File: src/rtl/mxint_exp_arbiter.sv
// mxint_exp_arbiter: round-robin sharing of one mxint_exp datapath between
// NUM_REQ requesters, with an in-order tag FIFO that routes each result back
// to the requester that issued the block.
//
// Ports:
//   clk, rst                      clock, asynchronous active-low reset
//   req_mdata/req_edata/req_valid per-requester MX blocks (requester r owns
//                                 mantissas r*BLOCK_SIZE .. r*BLOCK_SIZE+BLOCK_SIZE-1)
//   req_ready                     one-hot grant, or zero
//   exp_mdata/exp_edata/exp_valid registered block towards the exp unit
//   exp_ready                     exp unit accepts the block
//   ret_mdata/ret_edata/ret_valid results from the exp unit (in order)
//   ret_ready                     this block accepts the result
//   resp_mdata/resp_edata         results broadcast to all consumers
//   resp_valid                    one-hot owner of the current result
//   resp_ready                    per-consumer ready
//   inflight                      tag FIFO occupancy
//   err_orphan                    sticky: result arrived with no outstanding tag
module mxint_exp_arbiter #(
    parameter int unsigned NUM_REQ       = 4,
    parameter int unsigned MAN_WIDTH     = 4,
    parameter int unsigned EXP_WIDTH     = 8,
    parameter int unsigned OUT_MAN_WIDTH = 4,
    parameter int unsigned BLOCK_SIZE    = 4,
    parameter int unsigned MAX_INFLIGHT  = 4
) (
    input  logic                                           clk,
    input  logic                                           rst,
    input  logic [NUM_REQ*BLOCK_SIZE-1:0][MAN_WIDTH-1:0]   req_mdata,
    input  logic [NUM_REQ-1:0][EXP_WIDTH-1:0]              req_edata,
    input  logic [NUM_REQ-1:0]                             req_valid,
    output logic [NUM_REQ-1:0]                             req_ready,
    output logic [BLOCK_SIZE-1:0][MAN_WIDTH-1:0]           exp_mdata,
    output logic [EXP_WIDTH-1:0]                           exp_edata,
    output logic                                           exp_valid,
    input  logic                                           exp_ready,
    input  logic [BLOCK_SIZE-1:0][OUT_MAN_WIDTH-1:0]       ret_mdata,
    input  logic [BLOCK_SIZE-1:0][EXP_WIDTH-1:0]           ret_edata,
    input  logic                                           ret_valid,
    output logic                                           ret_ready,
    output logic [BLOCK_SIZE-1:0][OUT_MAN_WIDTH-1:0]       resp_mdata,
    output logic [BLOCK_SIZE-1:0][EXP_WIDTH-1:0]           resp_edata,
    output logic [NUM_REQ-1:0]                             resp_valid,
    input  logic [NUM_REQ-1:0]                             resp_ready,
    output logic [$clog2(MAX_INFLIGHT):0]                  inflight,
    output logic                                           err_orphan
);

    localparam int unsigned TAG_W = $clog2(NUM_REQ);
    localparam int unsigned PTR_W = $clog2(MAX_INFLIGHT);
    localparam int unsigned CNT_W = PTR_W + 1;

    logic [TAG_W-1:0] rr_ptr;
    logic [TAG_W-1:0] rr_next;
    logic [TAG_W-1:0] win_idx;
    logic             win_found;
    logic [BLOCK_SIZE-1:0][MAN_WIDTH-1:0] win_mdata;

    logic [TAG_W-1:0] tag_mem [MAX_INFLIGHT];
    logic [PTR_W-1:0] wr_ptr;
    logic [PTR_W-1:0] rd_ptr;
    logic [CNT_W-1:0] count;
    logic [TAG_W-1:0] head;
    logic             fifo_empty;

    logic slot_free;
    logic can_issue;
    logic grant;
    logic pop;

    // Issue slot: free when empty or draining this cycle; occupancy is taken
    // before any same-cycle pop, so a full FIFO blocks a grant regardless.
    assign slot_free  = !exp_valid || exp_ready;
    assign can_issue  = rst && slot_free && (count < CNT_W'(MAX_INFLIGHT));
    assign grant      = can_issue && win_found;

    // Round-robin search starting at rr_ptr, wrapping at NUM_REQ.
    always_comb begin
        int unsigned cand;
        win_found = 1'b0;
        win_idx   = '0;
        cand      = 0;
        for (int unsigned i = 0; i < NUM_REQ; i++) begin
            cand = 32'(rr_ptr) + i;
            if (cand >= NUM_REQ) begin
                cand = cand - NUM_REQ;
            end
            if (!win_found && req_valid[TAG_W'(cand)]) begin
                win_found = 1'b1;
                win_idx   = TAG_W'(cand);
            end
        end
    end

    // Winner's mantissa block.
    always_comb begin
        win_mdata = '0;
        for (int unsigned r = 0; r < NUM_REQ; r++) begin
            if (win_idx == TAG_W'(r)) begin
                win_mdata = req_mdata[r*BLOCK_SIZE +: BLOCK_SIZE];
            end
        end
    end

    assign rr_next = (32'(win_idx) + 1 == NUM_REQ) ? '0 : win_idx + TAG_W'(1);

    // Grant vector: only the winner sees ready, and only when issue is possible.
    always_comb begin
        req_ready = '0;
        if (grant) begin
            req_ready[win_idx] = 1'b1;
        end
    end

    // Return path: routed by the FIFO head, stray results are swallowed.
    assign fifo_empty = (count == '0);
    assign head       = tag_mem[rd_ptr];
    assign resp_mdata = ret_mdata;
    assign resp_edata = ret_edata;

    always_comb begin
        resp_valid = '0;
        ret_ready  = 1'b0;
        if (rst) begin
            if (fifo_empty) begin
                ret_ready = 1'b1;
            end else begin
                ret_ready        = resp_ready[head];
                resp_valid[head] = ret_valid;
            end
        end
    end

    assign pop      = ret_valid && ret_ready && !fifo_empty;
    assign inflight = count;

    // Issue register, round-robin pointer, FIFO pointers, occupancy, orphan flag.
    always_ff @(posedge clk or negedge rst) begin
        if (!rst) begin
            exp_valid  <= 1'b0;
            exp_mdata  <= '0;
            exp_edata  <= '0;
            rr_ptr     <= '0;
            wr_ptr     <= '0;
            rd_ptr     <= '0;
            count      <= '0;
            err_orphan <= 1'b0;
        end else begin
            if (grant) begin
                exp_valid <= 1'b1;
                exp_mdata <= win_mdata;
                exp_edata <= req_edata[win_idx];
                rr_ptr    <= rr_next;
                wr_ptr    <= wr_ptr + PTR_W'(1);
            end else if (exp_ready) begin
                exp_valid <= 1'b0;
            end
            if (pop) begin
                rd_ptr <= rd_ptr + PTR_W'(1);
            end
            count <= count + CNT_W'(grant) - CNT_W'(pop);
            if (ret_valid && fifo_empty) begin
                err_orphan <= 1'b1;
            end
        end
    end

    // Tag storage needs no reset: entries are only read below the occupancy.
    always_ff @(posedge clk) begin
        if (grant) begin
            tag_mem[wr_ptr] <= win_idx;
        end
    end

endmodule

File: config.mk
export PLATFORM = sky130hd
export DESIGN_NAME = mxint_exp_arbiter
export DESIGN_NICKNAME = d
export VERILOG_FILES = /design/src/rtl/mxint_exp_arbiter.sv
export SDC_FILE = /design/constraint.sdc
export NUM_CORES = 1
export LEC_CHECK = 0
export ABC_AREA = 1
export CORE_MARGIN = 5
export CORE_UTILIZATION = 36
export CTS_CLUSTER_DIAMETER = 80
export CTS_CLUSTER_SIZE = 30
export DETAILED_ROUTE_END_ITERATION = 10
export GPL_TIMING_DRIVEN = 0
export PLACE_DENSITY_LB_ADDON = 0.12
export SETUP_SLACK_MARGIN = 0.3
export SYNTH_ARGS = -nofsm -noshare
export SYNTH_HDL_FRONTEND = slang
export SYNTH_SLANG_ARGS = --single-unit
File: constraint.sdc
create_clock -name clk -period 3.9 [get_ports clk]
set_input_delay 0.78 -clock clk [delete_from_list [all_inputs] [get_ports clk]]
set_output_delay 0.78 -clock clk [all_outputs]
set_load 0.02 [all_outputs]
---- Yosys cells after proc, flatten, opt, wreduce, memory -nomap -nowiden ----
Memory sizes are Yosys's and may differ from the RTL's.
Cells that the tools add are included.
storage, ports and cells
  memories ................................ 1
  memory bits (writable) .................. 8
  output and inout bits ................... 86
  bits in registers ....................... 35
  input bits .............................. 156
  logic and storage cells ................. 105
cells by class
  bitwise operators ....................... 1
  add/subtract/negate cells ............... 13
  muxes and demuxes ....................... 42
  reductions and logical operators ........ 20
  eq/ne operators ......................... 4
  $lt $le $gt $ge ......................... 13
memory list
  name     depth  width  read ports  clocked after Yosys merged registers in  write ports  line  text
  tag_mem  4      2      1           0                                        1            59    logic [TAG_W-1:0] tag_mem [MAX_INFLIGHT];
operators with widths
  kind                                                 number
  2-to-1 mux 16 bit                                    4
  < comparator 2 x 3 -> 1 bit, second input constant   6
  2-to-1 mux 2 bit                                     9
  2-to-1 mux 1 bit                                     17
  binary-select mux 8 bit (select 2 bit)               1
  2-to-1 mux 4 bit                                     3
  logical AND 1 bit                                    11
  binary-select mux 1 bit (select 2 bit)               5
  >= comparator 3 bit, second input constant           3
  2-to-1 mux 8 bit                                     1
  subtractor 2 x 1 -> 2 bit, second input constant     4
  adder 2 x 1 -> 2 bit, second input constant          3
  adder 2 x 1 -> 3 bit, second input constant          2
  adder 2 x 2 -> 3 bit, second input constant          2
  logical NOT 1 bit                                    5
  AND 4 bit                                            1
  demux 1 bit (select 2 bit)                           2
  == test 2 bit, second input constant                 2
  >= comparator 2 x 1 -> 1 bit, second input constant  2
  adder 3 x 1 -> 3 bit                                 1
  == test 3 bit, second input constant                 1
  >= comparator 2 x 3 -> 1 bit, second input constant  1
  logical NOT 3 bit                                    1
  < comparator 3 bit, second input constant            1
  5 further kinds                                      5

---- Longest topological paths before layout ----
  depth after elaboration ................. 19
  gate-level depth with buffers ........... 22
  gate-level depth less buffers ........... 18

---- Worst setup path after synthesis ----
No wires, ideal clock.
  kind .................................... input to output
  start ................................... input req_valid[3]
  end ..................................... output req_ready[1]
  required time ........................... 3.120 ns
  buffers on the path ..................... 3
  path slack .............................. 0.254 ns
  stages .................................. 15
  arrival time ............................ 2.866 ns
  cells stage by stage .................... inv_1 -> nand2_1 -> nand3_1 -> nand2_2 -> inv_1 -> nand2_1 -> nand2_2 -> nand3_4 -> buf_6 -> inv_1 -> ha_1 -> clkbuf_1 -> clkinv_1 -> clkbuf_1 -> nor2_1
on the way
  word-level cells in the longest chain between the ends .. 17
  elaborated cells on any way between the ends .. 29
  classes of those cells .................. 2 x order compare; 19 x mux; 8 x reduce/logical
RTL lines
  item                                                                                                      line  text
  start: declaration                                                                                        31    input logic [NUM_REQ-1:0] req_valid,
  binary-select mux 1 bit (select 2 bit)                                                                    88    if (!win_found && req_valid[TAG_W'(cand)]) begin
  2-to-1 mux 1 bit (not written as such)                                                                    88
  2-to-1 mux 1 bit                                                                                          88
  logical NOT 1 bit                                                                                         88
  logical AND 1 bit                                                                                         88
  2-to-1 mux 1 bit                                                                                          88
  logical NOT 1 bit                                                                                         88
  logical AND 1 bit                                                                                         88
  (+2 left out)                                                                                             --
  logical AND 1 bit                                                                                         88
  2-to-1 mux 2 bit *                                                                                        88
  via win_idx[0]                                                                                            55    logic [TAG_W-1:0] win_idx;
  < comparator 2 x 3 -> 1 bit (not written as such) / >= comparator 2 x 1 -> 1 bit (equally long branches)  111   req_ready[win_idx] = 1'b1;
  logical AND 1 bit (not written as such)                                                                   111
  2-to-1 mux 1 bit (not written as such)                                                                    111
  demux 1 bit (select 2 bit) *                                                                              111
  2-to-1 mux 4 bit *                                                                                        110   if (grant) begin
  end: declaration                                                                                          32    output logic [NUM_REQ-1:0] req_ready,
The timed path passes the listed nets; every way through them passes the cells marked *. The select of a mux whose other input is x is not followed.

---- Final worst setup path ----
Same ends and word-level chain as after synthesis.

==> results <==
- The flow ran to the end, and the final reports show no timing, DRC or antenna violations.
- The number of library cell types mapped by synthesis is 32.
- The number of clock buffers inserted by TritonCTS is 5.
- The part of the cycle the worst path needs is 87.6%.
- The analysis attributes to net switching a power of 2810 uW.
- The commonest cells after synthesis are sky130_fd_sc_hd__nand2_1 (149), sky130_fd_sc_hd__inv_1 (61), sky130_fd_sc_hd__o21ai_0 (53).
- The worst clock skew on the final layout is 0.00536 ns.
- The worst pin sits at a relative slew slack of 44.4%.
- The endpoint required time on the critical path is 3.12 ns.
- The internal portion of total power is 2710 uW.
- The number of top-level pins is 242.
- The synthesized design contains 8 enable-type register cells.
- The proportion of layout cells with a drive suffix above 1 is 18.0%.
- Synthesis produced a netlist with a net count of 674.
- The number of fillers in the final layout is 849.
- By startpoint and endpoint, the worst setup path is classified as in -> out.
- Subtracting the final worst setup slack from the clock period gives 3.42 ns.
- The post-DP HPWL is 10200 um.
- Dividing total power by cell area gives a power density of 928 nW/um^2.
- The synthesized instance count is 507.
- After detailed routing, the number of vias per cell comes to 4.62.
- The clock tree synthesis step divided the H-tree into 2 levels.
- The clock passes through at most 2 buffers.
- The slew at the pin closest to its max-slew limit is 0.834 ns.
- The achievable frequency is 293 MHz.
- Timing analysis after detailed placement gives a worst setup slack of -1.07 ns.
- For this block, the initial DRC count from the detailed router was 132.
- The class of the worst hold path is reg -> reg.
- Global routing finished with a remaining overflow of 0.
- The nature of the critical path startpoint is a primary input.
- Entering global routing, the biggest net connects 39 pins.
- The static power due to leakage is 0.00289 uW.
- For this run, the register share of the synthesized area comes to 32.2%.
- The number of global-route vias before repair was 4084.
- The primary flip-flop cell chosen by synthesis mapping is sky130_fd_sc_hd__dfrtp_1.
- The number of antenna diodes in the final layout is 0.
- TritonCTS built the clock tree.
- The wire length of the first global-routing pass is 19700 um.
- The hold violation count in the final report is 0.
- sky130_fd_sc_hd__nand2_1 is the most common cell in the netlist.
- In this run the worst path has a maximum fanout of 10.
- Setup repair after global routing left no endpoint under its margin.
- The count of buffers from port buffering is 193.
- The net total in the final layout is 890.
- The layout overhead on the synthesized area is 71.3%.
- The share of synthesized registers carrying an async set or reset is 81.4%.
- The wire length per cell after detailed routing is 14.7 um.
- By area the synthesized netlist is led by sky130_fd_sc_hd__dfrtp_1 (25%), sky130_fd_sc_hd__nand2_1 (16%), sky130_fd_sc_hd__buf_4 (10%), sky130_fd_sc_hd__o21ai_0 (7.6%), sky130_fd_sc_hd__edfxtp_1 (6.9%).
- In this run the core area contains 35 standard-cell rows.
- The area of the placeable core is 9330 um^2.
- The capturing element type of the critical path is an output pin.
- After clock tree synthesis, the clock-pin slew on the worst setup and hold paths is 0.08 ns.
- The average instance in the mapped netlist occupies 6.85 um^2.
- The synthesized netlist occupies a cell area of 3470 um^2.
- The initial utilization of the core area, before any placement, comes to 37.2%.
- The global routing usage summed across all routing layers is 20.9%.
- The number of max-cap violations is 0.
- Data arrives at the worst endpoint at 2.64 ns.
- In the routed design, unresolved DRC markers number 0.
- The number of antenna violations at the first check in global routing is 0.
- Counting instances, the worst hold path has a depth of 1.
- For this run, the number of Yosys warnings is 0.
- The number of routed nets with antenna violations is 0.
- The synthesized design contains 43 register bits.
- The part of the power in combinational logic is 80.1%.
- The final wirelength is 12500 um.
- The share of total power dissipated in sequential elements is 14.9%.
- Setup violations remaining at the end of the flow were counted as 0.
- The share of synthesized area in the top cell type comes to 25.2%.
- The clock latency of the later-clocked register in the worst-skew pair is 0.29 ns.
- The design draws 5520 uW.
- The cell count of the worst reg-to-reg path is 21.
- The placer congestion estimate is 0.948.
- The cell chosen for the clock root is sky130_fd_sc_hd__clkbuf_8.
- The number of sinks driven by the clock tree is 43.
- The floorplan step set the die height to 108 um.
- The worst-case vdd ir drop is 449 uV.
- The first detailed-routing pass took 5 iterations.
- Once routing completed, OpenROAD measured the worst setup slack at 0.483 ns.
- The die footprint is 11700 um^2.
- Summed over all instances, the cell type with the most area after synthesis is sky130_fd_sc_hd__dfrtp_1.
- The clock network burns 5.0% of the power.
- The die is 108 um wide.
- The detailed router placed 3939 vias in this run.
- Net switching is 51.0% of the power.
- The max-slew violation count is 0.
[cell usage in the layout (no fill, tap or decap), drive strengths merged]
master	n
a21o	1
a21oi	16
a32oi	1
buf	82
clkbuf	14
clkdlybuf4s50	184
clkinv	3
clkinvlp	2
dfrtp	35
dlygate4sd2	1
dlymetal6s2s	3
edfxtp	8
fa	1
ha	10
inv	64
nand2	155
nand3	45
nand4	16
nor2	14
nor3	5
o21a	1
o21ai	55
or2	3
xnor2	2
xor2	3
[logic make-up (layout without fill, tap and decap cells)]
kind of cell | Yosys count | after routing | share of synthesized area, %
XOR/XNOR | 5 | 5 | 1.26
flip-flops | 43 | 43 | 32.2
AND/OR/NAND/NOR | 238 | 238 | 30.5
buffers and inverters | 136 | 353 | 20.8
adder cells (fa/ha/maj) | 11 | 11 | 4.18
AO/OA/AOI/OAI | 74 | 74 | 11.1
[flip-flops by register name (all words and copies together), names as in the netlist]
| signal | cells |
|---|---|
| err_orphan | 1 |
| exp_edata | 8 |
| exp_mdata | 16 |
| exp_valid | 1 |
| inflight | 3 |
| rd_ptr | 2 |
| rr_ptr | 2 |
| tag_mem | 8 |
| wr_ptr | 2 |
[final timing paths]
check	start	endpoint	slack (ns)
max reg2reg	rr_ptr[0]	exp_mdata[3]	0.85
min reg2reg	err_orphan	err_orphan	0.46
min in group asynchronous	rst	exp_mdata[13]	0.58
max	req_valid[3]	req_ready[1]	0.48
min	err_orphan	err_orphan	0.46
max in group asynchronous	rst	wr_ptr[0]	2.79
[layer usage]
metal | vias up | global-route usage [%] | share of wire [%]
met3 | 27 | 4.78 | 7.5
met2 | 157 | 36.9 | 51
li1 | 1991 | - | -
met4 | 0 | 8.12 | 3.4
met5 | - | 0 | 0
met1 | 1764 | 24.7 | 39
[stage by stage]
stage	TNS [ns]	utilization (%)	cell area [um^2]	std cells	hold WS, ns
2_1_floorplan	0	-	3470	507	0.484
5_1_grt	0	63.8	5950	853	0.484
4_1_cts	0	63.4	5920	852	0.467
6_report	0	63.8	5950	853	0.461
3_5_place_dp	-5.29	59.6	5560	829	0.447
3_3_place_gp	-8.82	59.7	5570	829	0.443
[final cells by class]
cell class,count,area (um^2),share of cell area (%)
buffer,70,546,9.17
clock buffer,5,68.8,1.16
clock inverter,3,15.0,0.252
inverter,66,279,4.69
multi-input combinational,328,1710,28.8
sequential,43,1120,18.8
tap,129,161,2.71
timing repair buffer,209,2050,34.4
[power groups by stage]
stage	clock, uW	sequential [uW]	combinational (uW)
after floorplan	0	977	2360
after global placement	0	817	3660
after detailed placement	0	825	3710
after CTS	283	820	4370
after global routing	305	848	4970
final	275	820	4420
[critical path, cell delays in order]
cell	delay (ns)
sky130_fd_sc_hd__dlygate4sd2_1	0.24
sky130_fd_sc_hd__inv_1	0.08
sky130_fd_sc_hd__nand2_2	0.07
sky130_fd_sc_hd__nand3_2	0.11
sky130_fd_sc_hd__nand2_4	0.07
sky130_fd_sc_hd__nor2_4	0.13
sky130_fd_sc_hd__nand3_4	0.11
sky130_fd_sc_hd__nand3_4	0.09
sky130_fd_sc_hd__buf_8	0.12
sky130_fd_sc_hd__clkinvlp_4	0.13
sky130_fd_sc_hd__ha_4	0.19
sky130_fd_sc_hd__buf_8	0.12
sky130_fd_sc_hd__clkinv_8	0.05
sky130_fd_sc_hd__clkbuf_16	0.14
sky130_fd_sc_hd__nor2_4	0.04
sky130_fd_sc_hd__buf_6	0.13
[timing repair]
action                     in CTS  in global routing
pin swaps                       9                  5
gates resized for setup        69                  9
setup endpoints to repair      15                 15
hold buffers                    0                  0
buffers inserted               15                  1
No activity file was read; power rests on OpenSTA's default activity.
